File: src/rtl/muldiv_sequencer.sv
// muldiv_sequencer
//   Sequencer for the RV32M multiply/divide instructions. It captures the
//   operands on issue, stalls the pipeline while it iterates, and then
//   presents the result with a one-cycle done/write-enable pulse.
//
//   Divide is radix-2 restoring, one quotient bit per cycle over 32 cycles.
//   Multiply is a 32-step shift-add on the same counter, or a single-cycle
//   64-bit product when FAST_MUL_EN is defined.
//
// Configuration macro: FAST_MUL_EN (undefined by default).
// Parameter: EARLY_OUT - when 1, divide-by-zero and signed-overflow divides
//   finish after one DIV cycle instead of iterating.
//
// Ports
//   clk            clock, rising edge
//   rst_n          asynchronous active-low reset
//   start          M-extension instruction present in execute
//   func3          operation select (MUL..REMU)
//   op1, op2       source operands (rs1, rs2)
//   rd             destination register of the issuing instruction
//   pipeline_flush squash the in-flight operation
//   stall          hold fetch/decode/execute registers
//   done           one-cycle result-valid pulse
//   result         operation result, held until the next done
//   wb_rd          destination register of the result
//   wb_reg_file    register-file write enable (equals done)
module muldiv_sequencer #(
  parameter int unsigned EARLY_OUT = 1
) (
  input  logic        clk,
  input  logic        rst_n,
  input  logic        start,
  input  logic [2:0]  func3,
  input  logic [31:0] op1,
  input  logic [31:0] op2,
  input  logic [4:0]  rd,
  input  logic        pipeline_flush,
  output logic        stall,
  output logic        done,
  output logic [31:0] result,
  output logic [4:0]  wb_rd,
  output logic        wb_reg_file
);

  typedef enum logic [1:0] {IDLE, MUL, DIV, DONE} state_e;

  state_e      state_q, state_d;
  logic [5:0]  cnt_q, cnt_d;
  // a_q: dividend/quotient shift register, or multiplier/product-low half.
  // hi_q: partial remainder, or product-high accumulator.
  logic [31:0] a_q, a_d, b_q, b_d, hi_q, hi_d, op1_q, op1_d;
  logic [31:0] result_q, result_d;
  logic [1:0]  op_q, op_d;
  logic [4:0]  rd_q, rd_d, wb_rd_q, wb_rd_d;
  logic        negp_q, negp_d, negr_q, negr_d;
  logic        divz_q, divz_d, special_q, special_d;

  // Operand conditioning at capture time.
  logic        sgn1, sgn2, s1, s2, divz, ovf;
  logic [31:0] mag1, mag2;

  assign sgn1 = func3 inside {3'b001, 3'b010, 3'b100, 3'b110};
  assign sgn2 = func3 inside {3'b001, 3'b100, 3'b110};
  assign s1   = sgn1 & op1[31];
  assign s2   = sgn2 & op2[31];
  assign mag1 = s1 ? 32'd0 - op1 : op1;
  assign mag2 = s2 ? 32'd0 - op2 : op2;
  assign divz = (op2 == 32'd0);
  assign ovf  = (func3 inside {3'b100, 3'b110}) &&
                (op1 == 32'h8000_0000) && (op2 == 32'hFFFF_FFFF);

  // One restoring-division step.
  logic [32:0] div_shift;
  logic        div_ge;
  logic [31:0] div_hi, div_a;

  assign div_shift = {hi_q, a_q[31]};
  assign div_ge    = (div_shift >= {1'b0, b_q});
  assign div_hi    = div_ge ? 32'(div_shift - {1'b0, b_q}) : div_shift[31:0];
  assign div_a     = {a_q[30:0], div_ge};

  // Multiply product magnitude.
  logic [63:0] prod_mag, prod;
`ifdef FAST_MUL_EN
  assign prod_mag = {32'd0, a_q} * {32'd0, b_q};
`else
  logic [32:0] mul_sum;
  logic [31:0] mul_hi, mul_a;

  assign mul_sum  = {1'b0, hi_q} + (a_q[0] ? {1'b0, b_q} : 33'd0);
  assign mul_hi   = mul_sum[32:1];
  assign mul_a    = {mul_sum[0], a_q[31:1]};
  assign prod_mag = {mul_hi, mul_a};
`endif

  // Sign fix-up and result selection, evaluated on the DONE transition.
  logic [31:0] mul_res, quo, rem, div_res;

  assign prod    = negp_q ? 64'd0 - prod_mag : prod_mag;
  assign mul_res = (op_q == 2'b00) ? prod[31:0] : prod[63:32];

  always_comb begin
    quo = negp_q ? 32'd0 - div_a : div_a;
    rem = negr_q ? 32'd0 - div_hi : div_hi;
    if (divz_q) begin
      quo = '1;
      rem = op1_q;
    end else if (special_q) begin
      quo = 32'h8000_0000;
      rem = '0;
    end
    div_res = op_q[1] ? rem : quo;
  end

  always_comb begin
    state_d   = state_q;
    cnt_d     = cnt_q;
    a_d       = a_q;
    b_d       = b_q;
    hi_d      = hi_q;
    op1_d     = op1_q;
    op_d      = op_q;
    rd_d      = rd_q;
    negp_d    = negp_q;
    negr_d    = negr_q;
    divz_d    = divz_q;
    special_d = special_q;
    result_d  = result_q;
    wb_rd_d   = wb_rd_q;
    stall     = 1'b0;

    unique case (state_q)
      IDLE: begin
        if (start && !pipeline_flush) begin
          // rst_n gating keeps stall low while reset is held.
          stall     = rst_n;
          state_d   = func3[2] ? DIV : MUL;
          cnt_d     = '0;
          a_d       = mag1;
          b_d       = mag2;
          hi_d      = '0;
          op1_d     = op1;
          op_d      = func3[1:0];
          rd_d      = rd;
          negp_d    = s1 ^ s2;
          negr_d    = s1;
          divz_d    = divz;
          special_d = divz | ovf;
        end
      end
      MUL: begin
        stall = 1'b1;
`ifdef FAST_MUL_EN
        state_d  = DONE;
        result_d = mul_res;
        wb_rd_d  = rd_q;
`else
        a_d  = mul_a;
        hi_d = mul_hi;
        if (cnt_q == 6'd31) begin
          state_d  = DONE;
          cnt_d    = '0;
          result_d = mul_res;
          wb_rd_d  = rd_q;
        end else begin
          cnt_d = cnt_q + 6'd1;
        end
`endif
      end
      DIV: begin
        stall = 1'b1;
        a_d   = div_a;
        hi_d  = div_hi;
        if ((EARLY_OUT != 0 && special_q) || cnt_q == 6'd31) begin
          state_d  = DONE;
          cnt_d    = '0;
          result_d = div_res;
          wb_rd_d  = rd_q;
        end else begin
          cnt_d = cnt_q + 6'd1;
        end
      end
      DONE: state_d = IDLE;
      default: state_d = IDLE;
    endcase

    // Flush wins over everything, including the result update on the
    // final iteration edge.
    if (pipeline_flush) begin
      state_d  = IDLE;
      cnt_d    = '0;
      result_d = result_q;
      wb_rd_d  = wb_rd_q;
    end
  end

  always_ff @(posedge clk or negedge rst_n) begin
    if (!rst_n) begin
      state_q   <= IDLE;
      cnt_q     <= '0;
      a_q       <= '0;
      b_q       <= '0;
      hi_q      <= '0;
      op1_q     <= '0;
      op_q      <= '0;
      rd_q      <= '0;
      negp_q    <= 1'b0;
      negr_q    <= 1'b0;
      divz_q    <= 1'b0;
      special_q <= 1'b0;
      result_q  <= '0;
      wb_rd_q   <= '0;
    end else begin
      state_q   <= state_d;
      cnt_q     <= cnt_d;
      a_q       <= a_d;
      b_q       <= b_d;
      hi_q      <= hi_d;
      op1_q     <= op1_d;
      op_q      <= op_d;
      rd_q      <= rd_d;
      negp_q    <= negp_d;
      negr_q    <= negr_d;
      divz_q    <= divz_d;
      special_q <= special_d;
      result_q  <= result_d;
      wb_rd_q   <= wb_rd_d;
    end
  end

  assign done        = (state_q == DONE);
  assign wb_reg_file = done;
  assign result      = result_q;
  assign wb_rd       = wb_rd_q;

endmodule

File: config.mk
export PLATFORM = sky130hd
export DESIGN_NAME = muldiv_sequencer
export DESIGN_NICKNAME = d
export VERILOG_FILES = /design/src/rtl/muldiv_sequencer.sv
export SDC_FILE = /design/constraint.sdc
export NUM_CORES = 1
export LEC_CHECK = 0
export CAP_MARGIN = 15
export CORE_AREA = 2 2 181 183
export CTS_BUF_LIST = sky130_fd_sc_hd__clkbuf_2 sky130_fd_sc_hd__clkbuf_4 sky130_fd_sc_hd__clkbuf_8
export DETAILED_ROUTE_END_ITERATION = 6
export DIE_AREA = 0 0 183 185
export GPL_TIMING_DRIVEN = 0
export PLACE_DENSITY = 0.78
export SLEW_MARGIN = 30
export SYNTH_ARGS = -nofsm -noshare
export SYNTH_HDL_FRONTEND = slang
export SYNTH_SLANG_ARGS = --single-unit
File: constraint.sdc
create_clock -name clk -period 7.2 [get_ports clk]
set_input_delay 1.44 -clock clk [delete_from_list [all_inputs] [get_ports clk]]
set_output_delay 1.44 -clock clk [all_outputs]
set_load 0.05 [all_outputs]
# After elaboration in Yosys (flattened, before gate mapping)

Index checks and enable logic that the tools add are counted.

$add $sub $neg: 8
Magnitude comparators: 1
Equal/unequal tests: 16
Multiplexer cells: 36
Bitwise gates (word level): 5
Reductions and logical operators: 20

Operators by type and width:

| cell                                                                  | count |
|---|---|
| 32-bit 2-to-1 mux                                                     | 16 |
| 32-bit case mux with 3 select lines                                   | 2 |
| 1-bit by 32-bit subtractor with 32-bit output, first input constant   | 4 |
| 32-bit equality test, second input constant                           | 2 |
| 64-bit 2-to-1 mux                                                     | 1 |
| 32-bit case mux with 2 select lines                                   | 1 |
| 1-bit by 64-bit subtractor with 64-bit output, first input constant   | 1 |
| 32-bit by 32-bit adder with 33-bit output                             | 1 |
| 33-bit by 32-bit greater-or-equal comparator with 1-bit output        | 1 |
| 32-bit logical NOT                                                    | 1 |
| 32-bit subtractor                                                     | 1 |
| 6-bit 2-to-1 mux                                                      | 4 |
| 6-bit case mux with 3 select lines                                    | 1 |
| 2-bit 2-to-1 mux                                                      | 5 |
| 5-bit 2-to-1 mux                                                      | 2 |
| 5-bit case mux with 2 select lines                                    | 1 |
| 3-bit != test, second input constant                                  | 3 |
| 2-bit case mux with 4 select lines                                    | 1 |
| 4-bit nonzero test                                                    | 2 |
| 6-bit by 1-bit adder with 6-bit output, second input constant         | 1 |
| 3-bit equality test, second input constant                            | 2 |
| 6-bit by 5-bit equality test with 1-bit output, second input constant | 1 |
| 2-bit != test, second input constant                                  | 3 |
| 2-bit AND reduction                                                   | 3 |
| other kinds (19)                                                      | 26 |

Bits in registers: 184
Input port bits: 76

# Logic depth before layout (Yosys ltp)

Depth after elaboration: 9
Mapped depth: 24
Gate-level depth less buffers: 19

# Worst setup path before layout

OpenSTA, ideal clock, no wires.

Kind: reg2reg
From: register hi_q[3]
To: register result_q[24], in the netlist result[24]
Arrival time: 5642 ps
Path slack: 1417 ps
Cell stages (with the launch flop): 24
Buffers on the path: 5
Path through: dfrtp_1 -> ha_1 -> clkbuf_1 -> and2_1 -> o211ai_1 -> a211oi_1 -> o31ai_1 -> nand2_1 -> clkbuf_1 -> clkbuf_1 -> clkbuf_1 -> clkbuf_1 -> nand2_1 -> o21ai_0 -> ha_1 -> nand2_1 -> or4_1 -> o41a_1 -> or4_1 -> o41ai_1 -> xnor2_1 -> nor2_1 -> o311ai_0 -> a31oi_1

Longest elaborated chain between the ends: 9
Elaborated cells between the ends (all ways): 19

Ends and longest elaborated chain:

| item                                                                                                | RTL line | text |
|---|---|---|
| start, declared                                                                                     | 51       | `logic [31:0] a_q, a_d, b_q, b_d, hi_q, hi_d, op1_q, op1_d;` |
| start signal, assigned                                                                              | 218      | `hi_q <= hi_d;` |
| 32-bit subtractor or 33-bit by 32-bit greater-or-equal comparator with 1-bit output (tied branches) | 79, 78   |  |
| 32-bit 2-to-1 mux                                                                                   | 79       | `assign div_hi = div_ge ? 32'(div_shift - {1'b0, b_q}) : div_shift[31:0];` |
| 1-bit by 32-bit subtractor with 32-bit output                                                       | 104      | `rem = negr_q ? 32'd0 - div_hi : div_hi;` |
| 32-bit 2-to-1 mux                                                                                   | 104      |  |
| 32-bit 2-to-1 mux                                                                                   | 108      | `end else if (special_q) begin` |
| 32-bit 2-to-1 mux                                                                                   | 105      | `if (divz_q) begin` |
| 32-bit 2-to-1 mux                                                                                   | 112      | `div_res = op_q[1] ? rem : quo;` |
| 32-bit 2-to-1 mux                                                                                   | 174      | `if ((EARLY_OUT != 0 && special_q) \|\| cnt_q == 6'd31) begin` |
| 32-bit case mux with 2 select lines (*)                                                             | 132      | `unique case (state_q)` |
| end signal, assigned                                                                                | 226      | `result_q <= result_d;` |
| end, declared                                                                                       | 52       | `logic [31:0] result_q, result_d;` |

Every way passes the cells marked *; elsewhere a longest branch is shown, timed or not. The select of a mux whose other input is x is not followed.
A chain may end at the register's enable or synchronous reset.

# Final worst setup path

From: register a_q[0]
To: register result_q[31], in the netlist result[31]

Longest elaborated chain between the ends: 7
Elaborated cells between the ends (all ways): 13

Ends and longest elaborated chain:

| item                                                                               | RTL line | text |
|---|---|---|
| start, declared                                                                    | 51       |  |
| start signal, assigned                                                             | 201      | `a_q <= '0;` |
| start signal, assigned                                                             | 216      | `a_q <= a_d;` |
| 32-bit 2-to-1 mux or 1-bit by 32-bit subtractor with 32-bit output (tied branches) | 90, 103  |  |
| 32-bit by 32-bit adder with 33-bit output or 32-bit 2-to-1 mux (tied branches)     | 90, 103  |  |
| 1-bit by 64-bit subtractor with 64-bit output or 32-bit 2-to-1 mux (tied branches) | 99, 108  |  |
| 64-bit 2-to-1 mux or 32-bit 2-to-1 mux (tied branches)                             | 99, 105  |  |
| 32-bit 2-to-1 mux, on equally long branches                                        | 100, 112 |  |
| 32-bit 2-to-1 mux, on equally long branches                                        | 160, 174 |  |
| 32-bit case mux with 2 select lines (*)                                            | 132      |  |

Marked as above.

==> results summary <==
The run finished, with violations left. The checks that failed: design-rule violations. The clock period minus worst slack came out at 6.747 ns. In this run the register-to-register setup slack is 0.45 ns. The DRC marker count from the first detailed-route iteration came out at 3,308. The critical path ends at result[31]. The number of hold buffers added after CTS is 0. The total DRC errors in the routed layout is 1. The routed design has 76,510 um of wire. The slew at the pin closest to its max-slew limit is 1.020 ns. The number of placed instances, taps included came out at 3,036. The final cell count without fillers came out at 3,065.

The number of buffer cells added on primary ports is 115. The max-slew violation total from the final report came out at 0. The number of buffer and inverter stages on the critical path is 3.

The tree is rooted in a sky130_fd_sc_hd__clkbuf_8. By instance count, the leading cell after synthesis is sky130_fd_sc_hd__nand2_1. The largest individual stage delay along the critical path comes from the cell sky130_fd_sc_hd__a2111oi_0.

The proportion of register bits with asynchronous set or reset after synthesis is 1.000. The initial standard-cell utilization of the core is 0.5633. The number of antenna diodes in the final layout is 0. Across every metal layer, demand over resource in global routing totals 0.4488. In the final routed layout, each cell accounts on average for 24.96 um. The worst slew slack as a fraction of its limit came out at 0.3203. The number of placed I/O pins came out at 116. Grouping stages by cell kind, the critical path spends the most delay in compound AO/OA/AOI/OAI gates. The number of buffers inserted by post-CTS setup repair is 0. The fraction of the yosys area taken by sequential cells came out at 0.2551.

The first global-routing pass estimated 114,100 um of wire. The final count of hold timing violations came out at 0. Sorting the synthesized cells by how often they occur yields sky130_fd_sc_hd__nand2_1 (461), sky130_fd_sc_hd__o21ai_0 (301), sky130_fd_sc_hd__dfrtp_1 (184). The core area is 32,040 um2.

The post-synthesis sequential element count came out at 184. The number of cells traversed by the worst register-to-register path is 17. Counting buffers and inverters, the worst setup path is 17 cells deep.

Among all flip-flop cells after synthesis, the most frequent one is sky130_fd_sc_hd__dfrtp_1. The number of instances on the worst hold path came out at 2. Sorting the synthesized cells by area gives the leading types as sky130_fd_sc_hd__dfrtp_1 (26%), sky130_fd_sc_hd__nand2_1 (9.6%), sky130_fd_sc_hd__o21ai_0 (8.3%). Setup violations remaining at the end of the flow were counted as 0. The total half-perimeter wirelength after legalization and detailed placement is 60,800 um.

The biggest area contributor in the post-synthesis netlist is sky130_fd_sc_hd__dfrtp_1. The sink count of the clock tree is 184. The largest net degree at the start of global routing came out at 73. STA classifies the critical path endpoint as a flip-flop. CTS built an H-tree with a depth of 4. The top cell type's share of synthesized area came out at 0.2551.

In this run the critical register-to-register path is launched from a_q[0]. The worst setup path is launched from a flip-flop. The initial antenna violation count is 0. Timing would allow up to 0.1482 GHz.

On the final layout, the worst clock skew is 0.01812 ns. The count of different cell masters after synthesis came out at 78. Setup total negative slack on the finished layout was measured at 0 ns.

The layout cell share with drive strength beyond 1 came out at 0.03425. The weighted congestion reported at the end of routability-driven placement came out at 1.089. The timing startpoint of the critical path is a_q[0].

The critical-path maximum fanout came out at 10. The highest ir drop seen on vdd is 0.2621 mV. The number of maximum-capacitance constraint violations is 0. TritonCTS built the clock tree.

The clock transition at the registers of the reported paths came out at 0.11 ns. The first-pass iteration count of the detailed router is 7. The global-route congestion overflow total is 0. The critical path required time is 7.61 ns. Setup repair after global routing left no endpoint under its margin. The static leakage is 8.494 nW. The total CTS buffers came out at 17.

In this run the vertical extent of the chip is 185 um. The share of the clock period used by the worst path is 0.9370. Synthesis produced a netlist whose cell count is 2,511. The worst setup path is of the reg -> reg kind. The net count of the mapped netlist is 2,665. The later-pin clock latency in the skew report came out at 0.54 ns. Hold timing on the final database bottoms out at a slack of 0.4728 ns.

The largest buffer count on any clock path is 2. Data on the critical path arrives at its endpoint at 7.15 ns. Summing over every cut layer, the via total after detailed routing is 20.95k.

The reg-to-reg endpoint is result[31]. The area of the mapped netlist came out at 18,050 um2. The post-synthesis average cell area is 7.187 um2.

The number of enable flip-flop cells after synthesis came out at 0. The warning count from the yosys run is 0. The post-layout net count is 2,798. The chip width is 183 um. The kind of path behind the tightest hold check is reg -> reg. The initialized floorplan defines 66 standard-cell rows. Traced cell by cell, the critical path runs through inv_1 -> buf_1 -> nor2_1 -> ha_1 -> clkbuf_1 -> nand2_1 -> o21ai_0 -> nand2_1 -> a2111oi_0 -> o21ai_0 -> and3_1 -> a311o_1 -> or4b_2 -> or4_4 -> o41a_1 -> nand3_2 -> o211ai_2.

The post-cts sizing count came out at 4. The die covers 33,860 um2. The post-route antenna net violation count is 0. The via count of the first global-routing pass came out at 18.86k. The layout overhead on the synthesized area came out at 11.92%. After detailed routing, the number of vias per cell comes to 6.835. The total power per unit cell area came out at 479.9 nW/um2. The delay contributed by the slowest stage of the critical path came out at 0.79 ns.
cells in the final DEF (no fill, tap or decap), types with 45 or more instances in the layout:
cell type                         netlist  final
sky130_fd_sc_hd__xnor2_1              128    128
sky130_fd_sc_hd__a22oi_1               57     57
sky130_fd_sc_hd__nor3_1                45     45
sky130_fd_sc_hd__clkdlybuf4s50_1        0    114
sky130_fd_sc_hd__nand2_1              461    461
sky130_fd_sc_hd__a21oi_1              171    170
sky130_fd_sc_hd__clkbuf_1             161    155
sky130_fd_sc_hd__xor2_1                90     90
sky130_fd_sc_hd__inv_1                 81     81
sky130_fd_sc_hd__nor2_1               183    182
sky130_fd_sc_hd__o21ai_0              301    297
sky130_fd_sc_hd__ha_1                  76     76
sky130_fd_sc_hd__dfrtp_1              184    184
cells by family after synthesis:
logic type	Yosys count	share of synthesized area
AO/OA/AOI/OAI	821	0.2837
XOR/XNOR	218	0.1058
adder cells (fa/ha/maj)	78	0.05491
buffers and inverters	258	0.05449
flip-flops	184	0.2551
multiplexers	18	0.01095
AND/OR/NAND/NOR	934	0.2350
power breakdown:
| part | internal (W) | switching (W) |
|---|---|---|
| sequential | 0.00145 | 0.000397 |
| combinational | 0.00217 | 0.00491 |
| clock | 0.000308 | 0.000456 |
| total | 0.00393 | 0.00577 |
sequential cells by signal, indices dropped and copies added (netlist names), 2 cells and up:
register and count:
a_q 32, b_q 32, hi_q 32, op1_q 32, result 32, cnt_q 6, rd_q 5, wb_rd 5
op_q 2, state_q 2
through the flow:
step	area (um2)	utilization	total power, W	worst slack [ns]
after global placement	19710	0.6151	0.008407	-3.564
final	20200	0.6304	0.009693	0.4535
after CTS	20200	0.6304	0.009293	0.05162
after global routing	20200	0.6304	0.01015	0.03857
after detailed placement	19770	0.6171	0.008511	-0.4126
after floorplan	18050	-	0.006193	1.417
worst min-delay path by stage:
| stage | start | endpoint | slack, ns |
|---|---|---|---|
| after floorplan | op1_q[21] | op1_q[21] | 0.44 |
| after global placement | rd_q[1] | wb_rd[1] | 0.46 |
| after detailed placement | rd_q[0] | wb_rd[0] | 0.47 |
| after CTS | rd_q[0] | wb_rd[0] | 0.48 |
| after global routing | rd_q[0] | wb_rd[0] | 0.50 |
| final | rd_q[0] | wb_rd[0] | 0.47 |
worst min-delay path, delay by kind of cell (launching register included):
family        cells  cell delay (ns)
flops             1             0.35
simple gates      2             0.10
layout make-up:
class / instances / area, um2
flip-flops and latches: 184 / 4604
clock inverters: 13 / 155.1
clock buffers: 19 / 261.5
well taps: 408 / 510.5
fillers: 2941 / 11840
multi-input cells: 2069 / 12480
repair buffers: 117 / 1211
inverters: 82 / 307.8
plain buffers: 173 / 670.6
per-layer routing:
layer	part of all wire	vias to the layer above	GRT usage
met2	0.39	1568	0.6220
li1	-	9240	-
met3	0.14	260	0.1266
met4	0.061	0	0.2349
met1	0.40	9882	0.6306
met5	0	-	0
Power figures use the tool's default switching activity.
